<file path="config.mk">
export PLATFORM = sky130hd
export DESIGN_NAME = shake256_squeeze_serializer
export DESIGN_NICKNAME = d
export VERILOG_FILES = /design/src/rtl/shake256_squeeze_serializer.sv
export SDC_FILE = /design/constraint.sdc
export NUM_CORES = 2
export LEC_CHECK = 0
export ABC_AREA = 1
export BUFFER_PORTS_ARGS = -buffer_cell sky130_fd_sc_hd__buf_2
export CAP_MARGIN = 10
export CELL_PAD_IN_SITES_DETAIL_PLACEMENT = 1
export CELL_PAD_IN_SITES_GLOBAL_PLACEMENT = 1
export CORE_ASPECT_RATIO = 1.25
export CORE_MARGIN = 4
export CORE_UTILIZATION = 45
export DETAILED_ROUTE_END_ITERATION = 6
export HOLD_SLACK_MARGIN = 0.12
export PLACE_DENSITY = 0.93
export SKIP_LAST_GASP = 1
export SLEW_MARGIN = 25
export SYNTH_ARGS = -nofsm -noshare
export SYNTH_HDL_FRONTEND = slang
export SYNTH_SLANG_ARGS = --single-unit
</file>
<file path="constraint.sdc">
create_clock -name clock -period 7.5 [get_ports clock]
set_clock_uncertainty 0.05 [all_clocks]
set_input_delay 1.5 -clock clock [delete_from_list [all_inputs] [get_ports clock]]
set_output_delay 1.5 -clock clock [all_outputs]
set_load 0.05 [all_outputs]
</file>
<file path="src/rtl/shake256_squeeze_serializer.sv">
// shake256_squeeze_serializer: buffers up to two SHAKE256 rate blocks and streams the requested
// number of output bits as MSB-first OUT_W-bit words over valid/ready.
module shake256_squeeze_serializer #(
   parameter int OUT_W = 64,
   parameter int RATE  = 1088
) (
   input  logic             clock,
   input  logic             reset,
   input  logic             start,
   input  logic [15:0]      out_bits,
   input  logic             squeezed,
   input  logic [RATE-1:0]  hash,
   output logic [OUT_W-1:0] out_data,
   output logic             out_valid,
   input  logic             out_ready,
   output logic             out_last,
   output logic             done,
   output logic             stall,
   output logic             overflow
);
   localparam int NW = RATE / OUT_W;
   localparam int KW = $clog2(NW);

   typedef enum logic [1:0] {IDLE, RUN, DONE} state_t;

   state_t           state_q, state_d;
   logic [RATE-1:0]  slot_q [2];
   logic [RATE-1:0]  slot_d [2];
   logic [1:0]       full_q, full_d;
   logic             wr_ptr_q, wr_ptr_d, rd_ptr_q, rd_ptr_d;
   logic [KW-1:0]    k_q, k_d;
   logic [15:0]      remaining_q, remaining_d;
   logic             overflow_q, overflow_d;
   logic             sq_prev_q, sq_prev_d;
   logic [OUT_W-1:0] out_data_q, out_data_d;
   logic             out_valid_q, out_valid_d;
   logic             out_last_q, out_last_d;
   logic             xfer, sq_edge;
   logic [15:0]      take;
   logic [RATE-1:0]  rd_blk;
   logic [OUT_W-1:0] word;

   always_comb begin
      state_d     = state_q;
      slot_d      = slot_q;
      full_d      = full_q;
      wr_ptr_d    = wr_ptr_q;
      rd_ptr_d    = rd_ptr_q;
      k_d         = k_q;
      remaining_d = remaining_q;
      overflow_d  = overflow_q;
      sq_prev_d   = squeezed;
      sq_edge     = squeezed && !sq_prev_q;
      xfer        = out_valid_q && out_ready;
      take        = (remaining_q > 16'(OUT_W)) ? 16'(OUT_W) : remaining_q;
      if (state_q == IDLE) begin
         if (start) begin
            remaining_d = out_bits;
            overflow_d  = 1'b0;
            full_d      = '0;
            wr_ptr_d    = 1'b0;
            rd_ptr_d    = 1'b0;
            k_d         = '0;
            state_d     = (out_bits == 16'd0) ? DONE : RUN;
         end
      end else if (state_q == RUN) begin
         if (xfer) begin
            remaining_d = remaining_q - take;
            if (out_last_q) begin
               state_d = DONE;
               full_d  = '0;
            end else if (k_q == KW'(NW - 1)) begin
               k_d              = '0;
               full_d[rd_ptr_q] = 1'b0;
               rd_ptr_d         = ~rd_ptr_q;
            end else begin
               k_d = k_q + 1'b1;
            end
         end
         // full_d already reflects a slot freed by this cycle's transfer
         if (sq_edge && !(xfer && out_last_q)) begin
            if (!full_d[wr_ptr_q]) begin
               slot_d[wr_ptr_q] = hash;
               full_d[wr_ptr_q] = 1'b1;
               wr_ptr_d         = ~wr_ptr_q;
            end else begin
               overflow_d = 1'b1;
            end
         end
      end else begin
         state_d = IDLE;
      end
      rd_blk      = slot_d[rd_ptr_d];
      word        = rd_blk[RATE-1-int'(k_d)*OUT_W -: OUT_W];
      out_valid_d = (state_d == RUN) && full_d[rd_ptr_d] && (remaining_d != 16'd0);
      out_last_d  = out_valid_d && (remaining_d <= 16'(OUT_W));
      // shifting by >= OUT_W yields a full mask, so only the final word is trimmed
      out_data_d  = out_valid_d ? (word & ~({OUT_W{1'b1}} >> remaining_d)) : '0;
   end

   always_ff @(posedge clock) begin
      if (reset) begin
         state_q     <= IDLE;
         full_q      <= '0;
         wr_ptr_q    <= 1'b0;
         rd_ptr_q    <= 1'b0;
         k_q         <= '0;
         remaining_q <= '0;
         overflow_q  <= 1'b0;
         sq_prev_q   <= 1'b0;
         out_data_q  <= '0;
         out_valid_q <= 1'b0;
         out_last_q  <= 1'b0;
      end else begin
         state_q     <= state_d;
         full_q      <= full_d;
         wr_ptr_q    <= wr_ptr_d;
         rd_ptr_q    <= rd_ptr_d;
         k_q         <= k_d;
         remaining_q <= remaining_d;
         overflow_q  <= overflow_d;
         sq_prev_q   <= sq_prev_d;
         out_data_q  <= out_data_d;
         out_valid_q <= out_valid_d;
         out_last_q  <= out_last_d;
      end
   end

   always_ff @(posedge clock) begin
      slot_q <= slot_d;
   end

   assign out_data  = out_data_q;
   assign out_valid = out_valid_q;
   assign out_last  = out_last_q;
   assign done      = (state_q == DONE);
   assign stall     = &full_q;
   assign overflow  = overflow_q;
endmodule

</file>
==> metrics <==
most common cell after layout, fill and taps aside sky130_fd_sc_hd__nand2_1; fraction of final layout cells sized beyond drive strength 1 0.1243; design area 110800 µm²; number of register bits inferred by synthesis 2271; Hold-fix buffers, CTS 0; floorplan core area 212600 µm²; total of endpoints with negative setup slack in the final report 0; setup repair after global routing missed its margin no; setup tns final 0 ns; detailed-placement wirelength estimate 317900 µm; number of sinks handled by clock tree synthesis 2271; Worst Path Arrival 5.89 ns; nature of the critical path startpoint primary input; ranking of synthesized cells by area sky130_fd_sc_hd__dfxtp_1 (47%), sky130_fd_sc_hd__nand2_1 (19%), sky130_fd_sc_hd__nand3_1 (9.6%); commonest cells after routing, fill and taps aside sky130_fd_sc_hd__nand2_1 (4976), sky130_fd_sc_hd__dfxtp_1 (2271), sky130_fd_sc_hd__nand3_1 (1852), sky130_fd_sc_hd__buf_2 (1177), sky130_fd_sc_hd__inv_1 (1038); initial antenna violation count 147; Initial Utilization 0.4538; post-layout worst setup margin 2.400 ns; dpl cell area 103100 µm²; origin of the critical flop-to-flop path out_valid$_SDFF_PP0_; number of warnings printed during yosys synthesis 0; RD Place Congestion 1.007; Routed wire per std cell 26.44 µm; worst-path maximum fanout 165; most common cell type on the critical path sky130_fd_sc_hd__nand3_1; wire length of the first global-routing pass 667500 µm; fraction of power spent switching nets 0.3218; std cell rows 189; outcome finished, final reports clean; worst max-slew margin expressed relative to the limit 0.1622; worst-margin pin slew 1.257 ns; clock tree buffer depth 4; Detailed Route Iter0 Violations 10640; total CTS buffers 230; die width 422.1 µm; number of slew-limit violations in the final report 0; post-synthesis sequential area ratio 0.4713; main flop type after synthesis sky130_fd_sc_hd__dfxtp_1; overall power after layout 37.41 mW; data required time of the worst path 8.29 ns; CTS tree done; grt met2 use 0.6290; area of the mapped netlist 96470 µm²; Post-Syn Nets 15020; post-layout minimum cycle time 5.100 ns; Int Power 25.37 mW; count of mapped cells out of synthesis 13910; largest net degree at the start of global routing 229; number of global-route vias before repair 102600; total count of hold-check failures in the final report 0; number of nets with antenna violations after routing 0; post-route DRC violation count 0; Critical Setup Path Class in2reg; Synth-to-Final Area Change 14.81%; CTS root buffer sky130_fd_sc_hd__clkbuf_16; clock network latency to the later pin of the worst-skew pair 0.93 ns; number of H-tree levels 4; clock group share of total power 0.315; via density per instance 5.809; met1 Track Usage GR 0.4427; type of the worst min-delay path reg2reg; net count reported at finish 15600; I/O pin count 1178; total wire length after detailed routing 463400 µm; die height 525.6 µm; CP max stage cell sky130_fd_sc_hd__nand3_1; fraction of registers with async set or reset after synthesis 0; final design utilization 0.5210; count of flip-flops with a built-in enable after synthesis 0; global-route met3 utilization 0.09139; DR pass1 iterations 6; portion of total power attributed to sequential cells 0.457; Max VDD drop 0.0002270 V; crit-path max cell delay 0.49 ns; timing-limited maximum frequency 0.1961 GHz; quantity of I/O buffers inserted on ports 1177; post-synthesis average cell area 6.936 µm²; static leakage power 54.55 nW; ordered cell list for the critical path buf_2, nand2_2, inv_2, nand2_2, nand2_2, nor2_4, inv_2, nor2_2, nand2_4, buf_12, buf_12, nor2_1, nor2_1, nand2_1, nand3_1, nand3_1, nand3_1, nand3_1, nand2_1, nand2_1, o21ai_1, o211ai_1, inv_1; number of buffers inserted by post-CTS setup repair 0; global routing usage summed across all routing layers 0.3975; min-delay src slot_q[1296]$_DFF_P_; total number of vias 101800; dominant cell type by area after synthesis sky130_fd_sc_hd__dfxtp_1; area of the die 221900 µm²; combinational share of power 0.228; Resized cells post-CTS 0; count of max-cap constraint violations 0; fraction of the cycle the final worst path needs 0.6800; top-area cell type share of the netlist area 0.4713; launch point of the critical path out_ready; post-placement worst setup slack 1.670 ns; distinct cell type count after synthesis 53; P per Cell Area 337.7 nW/µm²; Sw Pwr 12.04 mW; clock input transition at the sequential cells of the worst setup and hold paths 0.06 ns; capturing element type of the critical path register; final global-route overflow total 0; GRT busiest layer met2
-- cell type report --
type	instances	area, µm²
Multi-Input combinational cell	9603	42430
Sequential cell	2271	45460
Clock buffer	348	6681
Fill cell	27600	101800
Timing Repair Buffer	1318	7687
Inverter	1061	4039
Clock inverter	61	759.5
Antenna cell	93	232.7
Tap cell	2769	3465
-- path summary, 6_finish.rpt --
check | slack [ns] | to | cells past startpoint
max | 2.40 | out_data[52]$_SDFF_PP0_ | 23
min | 0.40 | slot_q[1296]$_DFF_P_ | 2
max reg2reg | 2.50 | out_data[52]$_SDFF_PP0_ | 22
min reg2reg | 0.40 | slot_q[1296]$_DFF_P_ | 2
-- synth_stat cells, types with 3 or more instances --
cell                       instances
sky130_fd_sc_hd__clkbuf_1        275
sky130_fd_sc_hd__nor3_1            8
sky130_fd_sc_hd__a21oi_1         336
sky130_fd_sc_hd__nand2_4           3
sky130_fd_sc_hd__nor3b_2           3
sky130_fd_sc_hd__inv_2            16
sky130_fd_sc_hd__or2_2            43
sky130_fd_sc_hd__buf_1            76
sky130_fd_sc_hd__o21a_1          121
sky130_fd_sc_hd__o21ai_0         978
sky130_fd_sc_hd__buf_2           574
sky130_fd_sc_hd__nand2_1        4980
sky130_fd_sc_hd__o21ai_1         288
sky130_fd_sc_hd__o211ai_1         91
sky130_fd_sc_hd__ha_1              4
sky130_fd_sc_hd__o22ai_1          12
sky130_fd_sc_hd__nor4_1            5
sky130_fd_sc_hd__dfxtp_1        2271
sky130_fd_sc_hd__buf_6            35
sky130_fd_sc_hd__buf_4            12
sky130_fd_sc_hd__a31oi_1           3
sky130_fd_sc_hd__nor2_2            9
sky130_fd_sc_hd__nor2_4            5
sky130_fd_sc_hd__a22oi_1          12
sky130_fd_sc_hd__nand4_1          30
sky130_fd_sc_hd__a21oi_2          21
sky130_fd_sc_hd__mux2_2           32
sky130_fd_sc_hd__nand2_2          11
sky130_fd_sc_hd__inv_1          1040
sky130_fd_sc_hd__nor2_1          678
sky130_fd_sc_hd__nand3_1        1852
sky130_fd_sc_hd__clkinv_1          3
sky130_fd_sc_hd__o31ai_1          53
sky130_fd_sc_hd__nand3_2           3
-- sequential cells by signal, indices dropped and copies added, names as in the netlist --
register     cells
sq_prev_q        1
out_data        64
state_q          2
full_q           2
out_valid        1
rd_ptr_q         1
wr_ptr_q         1
remaining_q     16
slot_q        2176
out_last         1
k_q              5
overflow         1
-- cell families after synthesis --
family | share of synthesized area
AO/OA/AOI/OAI | 0.1088
other | 0.00003887
XOR/XNOR | 0.0002724
AND/OR/NAND/NOR | 0.3255
flip-flops | 0.4713
multiplexers | 0.003736
adder cells (fa/ha/maj) | 0.0005188
buffers and inverters | 0.08979
-- critical path, delay by kind of cell --
kind	cells	cell delay, ns
simple gates	15	2.56
buf+inv	6	1.20
compound gates	2	0.21
-- layer usage --
layer / share of wire / wire (µm) / vias to the layer above
met1: 0.36 / 164700 / 49470
met4: 0.11 / 50380 / 58
met5: 0.00079 / 366 / -
met2: 0.45 / 207700 / 5154
li1: - / - / 45520
met3: 0.087 / 40250 / 1593
-- power groups by stage --
stage / sequential (mW) / combinational [mW] / clock, mW
after global placement: 17.0 / 7.58 / 0
after detailed placement: 17.2 / 8.04 / 0
final: 17.1 / 8.53 / 11.8
after floorplan: 16.9 / 5.45 / 0
after global routing: 17.3 / 9.44 / 12.3
after CTS: 17.0 / 8.31 / 11.8
-- metrics by stage --
| stage | hold WS (ns) | std cells |
|---|---|---|
| 6_report | 0.3972 | 17520 |
| 2_1_floorplan | 0.3657 | 13910 |
| 5_1_grt | 0.4167 | 17480 |
| 3_5_place_dp | 0.3808 | 17020 |
| 4_1_cts | 0.3950 | 17430 |
| 3_3_place_gp | 0.3773 | 17020 |
(Power assumes the default switching activity.)
